--- src/rtl/mmio_pfvf_router.sv ---
// mmio_pfvf_router: table-driven MMIO router, one outstanding read with completion timeout.
// Optional event counters are compiled in with `define MMIO_ROUTER_STATS_EN.
module mmio_pfvf_router #(
    parameter int NUM_FUNCS   = 8,
    parameter int PF_W        = 3,
    parameter int VF_W        = 11,
    parameter int ADDR_W      = 20,
    parameter int DATA_W      = 64,
    parameter int TAG_W       = 8,
    parameter int TIMEOUT_CYC = 256,
    parameter logic [NUM_FUNCS*PF_W-1:0] FUNC_PF =
        {3'd4, 3'd3, 3'd2, 3'd1, 3'd0, 3'd0, 3'd0, 3'd0},
    parameter logic [NUM_FUNCS*VF_W-1:0] FUNC_VF =
        {11'd0, 11'd0, 11'd0, 11'd0, 11'd2, 11'd1, 11'd0, 11'd0},
    parameter logic [NUM_FUNCS-1:0]      FUNC_VA = 8'b0000_1110
) (
    input  logic                        clk,
    input  logic                        rst_n,
    input  logic                        req_valid,
    output logic                        req_ready,
    input  logic                        req_write,
    input  logic [PF_W-1:0]             req_pf,
    input  logic [VF_W-1:0]             req_vf,
    input  logic                        req_va,
    input  logic [ADDR_W-1:0]           req_addr,
    input  logic [DATA_W-1:0]           req_wdata,
    input  logic [TAG_W-1:0]            req_tag,
    output logic [NUM_FUNCS-1:0]        fn_req_valid,
    input  logic [NUM_FUNCS-1:0]        fn_req_ready,
    output logic                        fn_req_write,
    output logic [ADDR_W-1:0]           fn_req_addr,
    output logic [DATA_W-1:0]           fn_req_wdata,
    output logic [TAG_W-1:0]            fn_req_tag,
    input  logic [NUM_FUNCS-1:0]        fn_rsp_valid,
    input  logic [NUM_FUNCS*DATA_W-1:0] fn_rsp_data,
    output logic                        rsp_valid,
    output logic [DATA_W-1:0]           rsp_data,
    output logic [TAG_W-1:0]            rsp_tag,
    output logic                        rsp_err,
    output logic [15:0]                 stat_unmapped,
    output logic [15:0]                 stat_timeout
);

    localparam int IDX_W = (NUM_FUNCS > 1) ? $clog2(NUM_FUNCS) : 1;
    localparam int TO_W  = $clog2(TIMEOUT_CYC);
    localparam logic [TO_W-1:0] TO_LAST = TO_W'(TIMEOUT_CYC - 1);

    typedef enum logic [1:0] {
        IDLE     = 2'd0,
        ISSUE    = 2'd1,
        WAIT_RSP = 2'd2,
        RESPOND  = 2'd3
    } state_t;

    state_t               state_q;
    logic                 req_ready_q;
    logic [IDX_W-1:0]     idx_q;
    logic [TO_W-1:0]      to_cnt_q;
    logic [NUM_FUNCS-1:0] fn_req_valid_q;
    logic                 fn_req_write_q;
    logic [ADDR_W-1:0]    fn_req_addr_q;
    logic [DATA_W-1:0]    fn_req_wdata_q;
    logic [TAG_W-1:0]     fn_req_tag_q;
    logic                 rsp_valid_q;
    logic [DATA_W-1:0]    rsp_data_q;
    logic [TAG_W-1:0]     rsp_tag_q;
    logic                 rsp_err_q;

    logic [NUM_FUNCS-1:0] match_s;
    logic                 hit_s;
    logic [IDX_W-1:0]     hit_idx_s;
    logic [NUM_FUNCS-1:0] hit_oh_s;
    logic                 accept_s;
    logic                 rsp_hit_s;
    logic                 timeout_s;

    // Function table lookup; scanning downward lets the lowest matching entry win.
    always_comb begin
        match_s   = '0;
        hit_idx_s = '0;
        hit_oh_s  = '0;
        for (int i = 0; i < NUM_FUNCS; i++) begin
            match_s[i] = (req_pf == FUNC_PF[i*PF_W +: PF_W]) && (req_va == FUNC_VA[i]) &&
                         (!req_va || (req_vf == FUNC_VF[i*VF_W +: VF_W]));
        end
        for (int i = NUM_FUNCS - 1; i >= 0; i--) begin
            hit_idx_s = match_s[i] ? IDX_W'(i) : hit_idx_s;
        end
        hit_s              = |match_s;
        hit_oh_s[hit_idx_s] = hit_s;
    end

    assign accept_s  = req_valid && req_ready_q;
    assign rsp_hit_s = (state_q == WAIT_RSP) && fn_rsp_valid[idx_q];
    assign timeout_s = (state_q == WAIT_RSP) && !fn_rsp_valid[idx_q] && (to_cnt_q == TO_LAST);

    // Request/response FSM; every upstream and downstream output comes straight from these flops.
    always_ff @(posedge clk or negedge rst_n) begin
        if (!rst_n) begin
            state_q        <= IDLE;
            req_ready_q    <= 1'b0;
            idx_q          <= '0;
            to_cnt_q       <= '0;
            fn_req_valid_q <= '0;
            fn_req_write_q <= 1'b0;
            fn_req_addr_q  <= '0;
            fn_req_wdata_q <= '0;
            fn_req_tag_q   <= '0;
            rsp_valid_q    <= 1'b0;
            rsp_data_q     <= '0;
            rsp_tag_q      <= '0;
            rsp_err_q      <= 1'b0;
        end else begin
            rsp_valid_q <= 1'b0;
            case (state_q)
                IDLE: begin
                    if (accept_s) begin
                        fn_req_write_q <= req_write;
                        fn_req_addr_q  <= req_addr;
                        fn_req_wdata_q <= req_wdata;
                        fn_req_tag_q   <= req_tag;
                        if (hit_s) begin
                            state_q        <= ISSUE;
                            req_ready_q    <= 1'b0;
                            idx_q          <= hit_idx_s;
                            fn_req_valid_q <= hit_oh_s;
                        end else if (!req_write) begin
                            state_q     <= RESPOND;
                            req_ready_q <= 1'b0;
                            rsp_valid_q <= 1'b1;
                            rsp_data_q  <= '1;
                            rsp_tag_q   <= req_tag;
                            rsp_err_q   <= 1'b1;
                        end else begin
                            req_ready_q <= 1'b1;
                        end
                    end else begin
                        req_ready_q <= 1'b1;
                    end
                end
                ISSUE: begin
                    if (fn_req_ready[idx_q]) begin
                        fn_req_valid_q <= '0;
                        to_cnt_q       <= '0;
                        if (fn_req_write_q) begin
                            state_q     <= IDLE;
                            req_ready_q <= 1'b1;
                        end else begin
                            state_q <= WAIT_RSP;
                        end
                    end else begin
                        fn_req_valid_q <= fn_req_valid_q;
                    end
                end
                WAIT_RSP: begin
                    // A response in the final timeout cycle still counts as a good completion.
                    if (rsp_hit_s) begin
                        state_q     <= RESPOND;
                        rsp_valid_q <= 1'b1;
                        rsp_data_q  <= fn_rsp_data[idx_q*DATA_W +: DATA_W];
                        rsp_tag_q   <= fn_req_tag_q;
                        rsp_err_q   <= 1'b0;
                    end else if (timeout_s) begin
                        state_q     <= RESPOND;
                        rsp_valid_q <= 1'b1;
                        rsp_data_q  <= '1;
                        rsp_tag_q   <= fn_req_tag_q;
                        rsp_err_q   <= 1'b1;
                    end else begin
                        to_cnt_q <= to_cnt_q + TO_W'(1);
                    end
                end
                RESPOND: begin
                    state_q     <= IDLE;
                    req_ready_q <= 1'b1;
                end
                default: begin
                    state_q        <= IDLE;
                    req_ready_q    <= 1'b0;
                    fn_req_valid_q <= '0;
                end
            endcase
        end
    end

    assign req_ready    = req_ready_q;
    assign fn_req_valid = fn_req_valid_q;
    assign fn_req_write = fn_req_write_q;
    assign fn_req_addr  = fn_req_addr_q;
    assign fn_req_wdata = fn_req_wdata_q;
    assign fn_req_tag   = fn_req_tag_q;
    assign rsp_valid    = rsp_valid_q;
    assign rsp_data     = rsp_data_q;
    assign rsp_tag      = rsp_tag_q;
    assign rsp_err      = rsp_err_q;

`ifdef MMIO_ROUTER_STATS_EN
    logic [15:0] stat_unmapped_q;
    logic [15:0] stat_unmapped_d;
    logic [15:0] stat_timeout_q;
    logic [15:0] stat_timeout_d;
    logic        unmapped_s;

    assign unmapped_s = accept_s && !hit_s;

    // Saturating event counters.
    always_comb begin
        stat_unmapped_d = (unmapped_s && (stat_unmapped_q != 16'hFFFF)) ?
                          stat_unmapped_q + 16'd1 : stat_unmapped_q;
        stat_timeout_d  = (timeout_s && (stat_timeout_q != 16'hFFFF)) ?
                          stat_timeout_q + 16'd1 : stat_timeout_q;
    end

    // Counter state, cleared only by reset.
    always_ff @(posedge clk or negedge rst_n) begin
        if (!rst_n) begin
            stat_unmapped_q <= 16'h0000;
            stat_timeout_q  <= 16'h0000;
        end else begin
            stat_unmapped_q <= stat_unmapped_d;
            stat_timeout_q  <= stat_timeout_d;
        end
    end

    assign stat_unmapped = stat_unmapped_q;
    assign stat_timeout  = stat_timeout_q;
`else
    assign stat_unmapped = 16'h0000;
    assign stat_timeout  = 16'h0000;
`endif

endmodule

--- config.mk ---
export PLATFORM = sky130hd
export DESIGN_NAME = mmio_pfvf_router
export DESIGN_NICKNAME = d
export VERILOG_FILES = /design/src/rtl/mmio_pfvf_router.sv
export SDC_FILE = /design/constraint.sdc
export NUM_CORES = 1
export LEC_CHECK = 0
export ABC_AREA = 1
export BUFFER_PORTS_ARGS = -buffer_cell sky130_fd_sc_hd__buf_4
export CAP_MARGIN = 20
export CELL_PAD_IN_SITES_DETAIL_PLACEMENT = 1
export CELL_PAD_IN_SITES_GLOBAL_PLACEMENT = 2
export CORE_AREA = 5 5 326 328
export CTS_CLUSTER_SIZE = 12
export DETAILED_ROUTE_END_ITERATION = 6
export DIE_AREA = 0 0 331 333
export GPL_TIMING_DRIVEN = 0
export PLACE_DENSITY = 0.58
export SLEW_MARGIN = 20
export SYNTH_ARGS = -nofsm -noshare
export SYNTH_HDL_FRONTEND = slang
export SYNTH_SLANG_ARGS = --single-unit
--- constraint.sdc ---
create_clock -name clk -period 3.8 [get_ports clk]
set_input_delay 0.76 -clock clk [delete_from_list [all_inputs] [get_ports clk]]
set_output_delay 0.76 -clock clk [all_outputs]
set_load 0.05 [all_outputs]
Word level (Yosys, flattened, before mapping). Cells that the tools add are included.

Add/subtract/negate cells: 1. Multipliers: 0. Div/mod/pow operators: 0. Order comparisons: 3. Equal/unequal tests: 20. Shift-type cells: 1. Muxes and demuxes: 59. Bitwise gates (word level): 2. Reduce and logical (&&, ||, !) cells: 39.

Operator list (count): variable part select 512 x 10 -> 64 bit (1); two-way mux 64 bit (5); one-hot mux 64 bit (2 select lines) (1); two-way mux 8 bit (10); one-hot mux 8 bit (2 select lines) (3); two-way mux 3 bit (8); logical AND 1 bit (19); two-way mux 1 bit (18); inequality test 2 bit (second input constant) (8); two-way mux 2 bit (7); AND reduction 4 bit (3); equality test 11 x 1 -> 1 bit (second input constant) (1); equality test 11 x 2 -> 1 bit (second input constant) (1); zero test 11 bit (1); adder 8 x 1 -> 8 bit (second input constant) (1); bitwise AND 8 bit (1); equality test 8 bit (second input constant) (1); less-than comparator 3 x 4 -> 1 bit (second input constant) (2); one-hot mux 2 bit (4 select lines) (1); OR reduction 8 bit (1); binary-select mux 1 bit (select 3 bit) (2); equality test 3 x 2 -> 1 bit (second input constant) (2); inequality test 3 bit (second input constant) (2); AND reduction 3 bit (2); other kinds (17) (24).

Register bits after elaboration: 189. Bits in latches: 0. RAM bits: 0. ROM bits: 0. Bits of input ports: 639. Output and inout bits: 208. Word-level logic and storage cells: 138. Memories: 0.

Longest topological paths before layout.
Depth in word-level cells: 19. Gate-level depth with buffers: 13. Depth with buffers taken out: 12.

Worst setup path after synthesis. OpenSTA, ideal clock, no wires.

Kind: input port to flip-flop. From: in req_pf[1]. To: reg rsp_data_q[0] (netlist: rsp_data[0]). Library setup time: 0.118 ns. Data arrival time: 1.910 ns. Required time: 3.682 ns. Setup slack: 1.772 ns. Stages: 12. Path buffers: 2. Cell sequence: nor2_2 > nand2_2 > nor2_1 > nand2_1 > nand2_2 > nor2_4 > nand3_4 > nand2_2 > buf_8 > buf_8 > nor2_2 > nor2_2.

Longest elaborated chain between the ends: 6. Elaborated cells between the ends (all ways): 22. Those cells by class: eq/ne: 5; reduce/logical: 17.

Ends and longest elaborated chain: start, declared (line 22) `input logic [PF_W-1:0] req_pf,`; equality test 3 x 1 -> 1 bit (tied with other cells) (line 83) `match_s[i] = (req_pf == FUNC_PF[i*PF_W +: PF_W]) && (req_va == FUNC_VA[i]) &&`; logical AND 1 bit (2 in a row) (line 83); OR reduction 8 bit (*) (line 89) `hit_s = |match_s;`; inequality test 2 bit (no source line) (*); AND reduction 5 bit (no source line) (*); end signal, assigned (line 160) `rsp_data_q <= fn_rsp_data[idx_q*DATA_W +: DATA_W];`; end, declared (line 65) `logic [DATA_W-1:0] rsp_data_q;`.

Mark *: on every way between the ends. The rest lies on a longest branch, timed or not. A chain may end at the register's enable or synchronous reset.

Worst setup path in the final report.
From: reg idx_q[1]. To: reg rsp_data_q[48] (netlist: rsp_data[48]).

Longest elaborated chain between the ends: 7. Elaborated cells between the ends (all ways): 11. Those cells by class: eq/ne: 1; shift: 1; mux: 4; reduce/logical: 5.

Ends and longest elaborated chain: start, declared (line 57) `logic [IDX_W-1:0] idx_q;`; start signal, assigned (line 125) `idx_q <= hit_idx_s;`; parallel branches: the longest is 7 deep, another holds variable part select 512 x 10 -> 64 bit.

Several ways; the timed one is not identified. The select of a mux whose other input is x is not followed.

==> results.json <==
{
  "min_period_over_period": 0.926,
  "ff2ff_path_depth": 8,
  "yosysTopAreaCellShare": 0.380,
  "cts_max_level": 4,
  "placedInstanceArea_sq_mm": 0.0205,
  "finalNonFillerCells": 4035,
  "clock_path_buffers": 2,
  "die_width_microns": 331,
  "preCtsSetupSlack_ns": -0.0906,
  "number_of_buffers_added_by_the_clock_tree_synthesis_step": 17,
  "groute.usage.overall": 0.186,
  "critical_path_peak_fanout": 10,
  "first_global_vias": 17500,
  "drt_first_pass_iters": 5,
  "vdd.ir_drop.worst_mv": 0.373,
  "worst-slew-pin-transition_ns": 1.12,
  "numPortBuffers": 814,
  "ys_top_cells_by_area": "dfrtp_1 38%, o21ai_0 12%, nor2_1 11%",
  "detail_route.vias_per_cell": 3.98,
  "clkLatencyLatePin_ns": 0.50,
  "totalPowerFinal_mw": 18.2,
  "report.final.slew_viol_count": 0,
  "area_of_the_die_sq_mm": 0.110,
  "drtIter0Drc": 754,
  "distinct_cell_type_count_after_synthesis": 36,
  "yosys.area.top_type": "dfrtp_1",
  "routability_driven_placement_congestion_ratio": 0.866,
  "finalHoldWorstSlack_ns": 0.144,
  "total_wire_length_after_detailed_routing_microns": 106000,
  "drc": 0,
  "numPlacedInstances": 3987,
  "filler_cell_count": 12700,
  "crit_path_start": "idx_q[1]$_DFFE_PN0P_",
  "cellLeakagePower_nw": 10.0,
  "clock-sinks": 189,
  "antenna_viol_nets_final": 0,
  "max-slew-margin-rel": 0.253,
  "critPathRequiredTime_ns": 4.23,
  "syn-instance-count": 1760,
  "grt_first_pass_wirelength_microns": 142000,
  "postSynth.asyncResetShare": 1.00,
  "synth_top_flop_cell": "dfrtp_1",
  "fin_crit_ns": 3.52,
  "totalNegativeSetupSlack_ns": 0,
  "hold_viol": 0,
  "critPathKind": "flop to flop",
  "post_cts.resized_instances": 0,
  "dr_total_vias": 16100,
  "grt_setup_unrepaired": "false",
  "dp.final_hpwl_microns": 89200,
  "powerDensity_mw_per_mm2": 861,
  "yosysSeqAreaShare": 0.380,
  "ios": 847,
  "maxCapViolations": 0,
  "die_height_microns": 333,
  "worstReg2RegEnd": "rsp_data[48]$_DFFE_PN0P_",
  "cell_chosen_for_the_clock_root": "clkbuf_16",
  "drt-wirelength-per-cell_microns": 26.3,
  "ys.warnings.count": 0,
  "result_of_the_run": "finished, final reports clean",
  "fmaxAchievable_mhz": 284,
  "cts_tree": "done",
  "reg2reg_from": "idx_q[1]$_DFFE_PN0P_",
  "post_synth.cell_area_avg_sq_um": 7.08,
  "worstPathArrival_ns": 3.94,
  "final_core_util": 0.206,
  "clock_transition_at_the_registers_of_the_reported_paths_ns": 0.09,
  "synthesis.area_sq_mm": 0.0125,
  "globalRouteOverflowTotal": 0,
  "startpoint_type": "flop",
  "finClkSkew_ns": 0.0172,
  "final_design_area_no_fill_sq_mm": 0.0212,
  "fin_ws_ns": 0.281,
  "core.rowCount": 118,
  "cp-endpoint": "rsp_data[48]$_DFFE_PN0P_",
  "timing.hold.worst.class": "input port to asynchronous set/reset pin",
  "ys_seq_elements": 189,
  "number_of_enable_type_register_cells_in_the_synthesized_netlist": 0,
  "design.final.nets": 3265,
  "setup_viol": 0,
  "placeableCoreArea_sq_mm": 0.103,
  "reg2reg_setup_slack_ns": 0.28,
  "setup.worst_path.end_class": "flop",
  "drive_above_1_share": 0.414,
  "syn_to_final_growth_pct": 69.8,
  "largest_net_degree_at_the_start_of_global_routing": 80,
  "number_of_antenna_violations_at_the_first_check_in_global_routing": 44,
  "floorplan.initialDensity": 0.121
}
==> power by group <==
group	switching, mW	internal [mW]
sequential	0.580	2.89
combinational	8.94	3.72
clock	1.12	0.969
total	10.6	7.58
==> logic make-up (layout without fill, tap and decap cells) <==
logic type	after synthesis	after routing	share of synthesized area
simple gates	875	875	0.293
compound gates	433	433	0.189
buf+inv	192	1039	0.0762
flops	189	189	0.380
mux	65	65	0.0586
xor+xnor	4	4	0.00281
fa+ha+maj	1	1	0.00100
other cells	1	49	0.000301
==> how the worst min path moves through the flow <==
| stage | startpoint | endpoint | depth (start not counted) |
|---|---|---|---|
| after global routing | rst_n | fn_req_wdata[57]$_DFFE_PN0P_ | 1 |
| final | rst_n | fn_req_wdata[57]$_DFFE_PN0P_ | 1 |
| after floorplan | rst_n | fn_req_addr[0]$_DFFE_PN0P_ | 0 |
| after detailed placement | fn_req_wdata[42]$_DFFE_PN0P_ | fn_req_wdata[42]$_DFFE_PN0P_ | 2 |
| after global placement | fn_req_addr[16]$_DFFE_PN0P_ | fn_req_addr[16]$_DFFE_PN0P_ | 2 |
| after CTS | rst_n | fn_req_wdata[57]$_DFFE_PN0P_ | 1 |
==> cell usage after synthesis (3+ instances only) <==
master	count
inv_1	23
clkbuf_1	94
buf_4	35
nor3_1	3
nand2_2	4
nand3_1	29
o21ai_0	287
buf_1	11
nor2_2	104
mux2_2	64
xor2_1	3
o21ai_1	7
nand2_1	347
dfrtp_1	189
buf_2	18
inv_2	3
buf_8	6
a21oi_1	5
o22ai_1	128
nor2_1	378
o211ai_1	3
==> timing repair <==
| item | CTS | global route |
|---|---|---|
| setup buffers | 0 | 0 |
| hold buffers | 0 | 0 |
| setup endpoints to repair | 2 | 0 |
| hold endpoints to repair | 0 | 0 |
==> registers in the layout, indices dropped and copies added, names as in the netlist, 2 cells and up <==
signal / flops
fn_req_addr: 20
fn_req_tag: 8
fn_req_valid: 8
fn_req_wdata: 64
idx_q: 3
rsp_data: 64
rsp_tag: 8
state_q: 2
to_cnt_q: 8
==> placed cells by master, fill, tap and decap left out, types with 5 or more instances in the layout <==
master     synthesis  layout
buf_1             11      11
o22ai_1          128     128
buf_4             35     848
nor2_1           378     378
buf_8              6       7
a21oi_1            5       5
clkbuf_1          94      91
clkbuf_16          0      17
mux2_2            64      64
diode_2            0      17
inv_1             23      23
nand3_1           29      29
nor2_2           104     104
conb_1             1      32
o21ai_1            7       7
buf_2             18      18
o21ai_0          287     287
nand2_1          347     347
clkinv_8           0       5
dfrtp_1          189     189
==> cell type report <==
cell class	count	area, sq um	area share
Tap cell	1380	1730	0.0816
Clock buffer	17	425	0.0201
Inverter	27	101	0.00479
Buffer	164	847	0.0400
Multi-Input combinational cell	1410	6900	0.326
Clock inverter	15	210	0.00994
Timing Repair Buffer	816	6170	0.292
Sequential cell	189	4730	0.224
Antenna cell	17	42.5	0.00201
==> worst max-delay path: stages, from the launching register on <==
cell      delay [ns]
dfrtp_1         0.38
inv_1           0.31
clkbuf_2        0.57
clkbuf_1        0.75
o21ai_0         0.39
o22ai_1         0.59
mux2_2          0.28
nor2_1          0.05
nor2_2          0.10
==> per-layer routing <==
metal,global-route usage,vias up,wire (microns)
li1,-,7533,-
met1,0.211,7742,41400
met2,0.316,632,51300
met3,0.0768,122,10400
met4,0.0590,38,2830
met5,0,-,241
No activity file was read; power rests on OpenSTA's default activity.
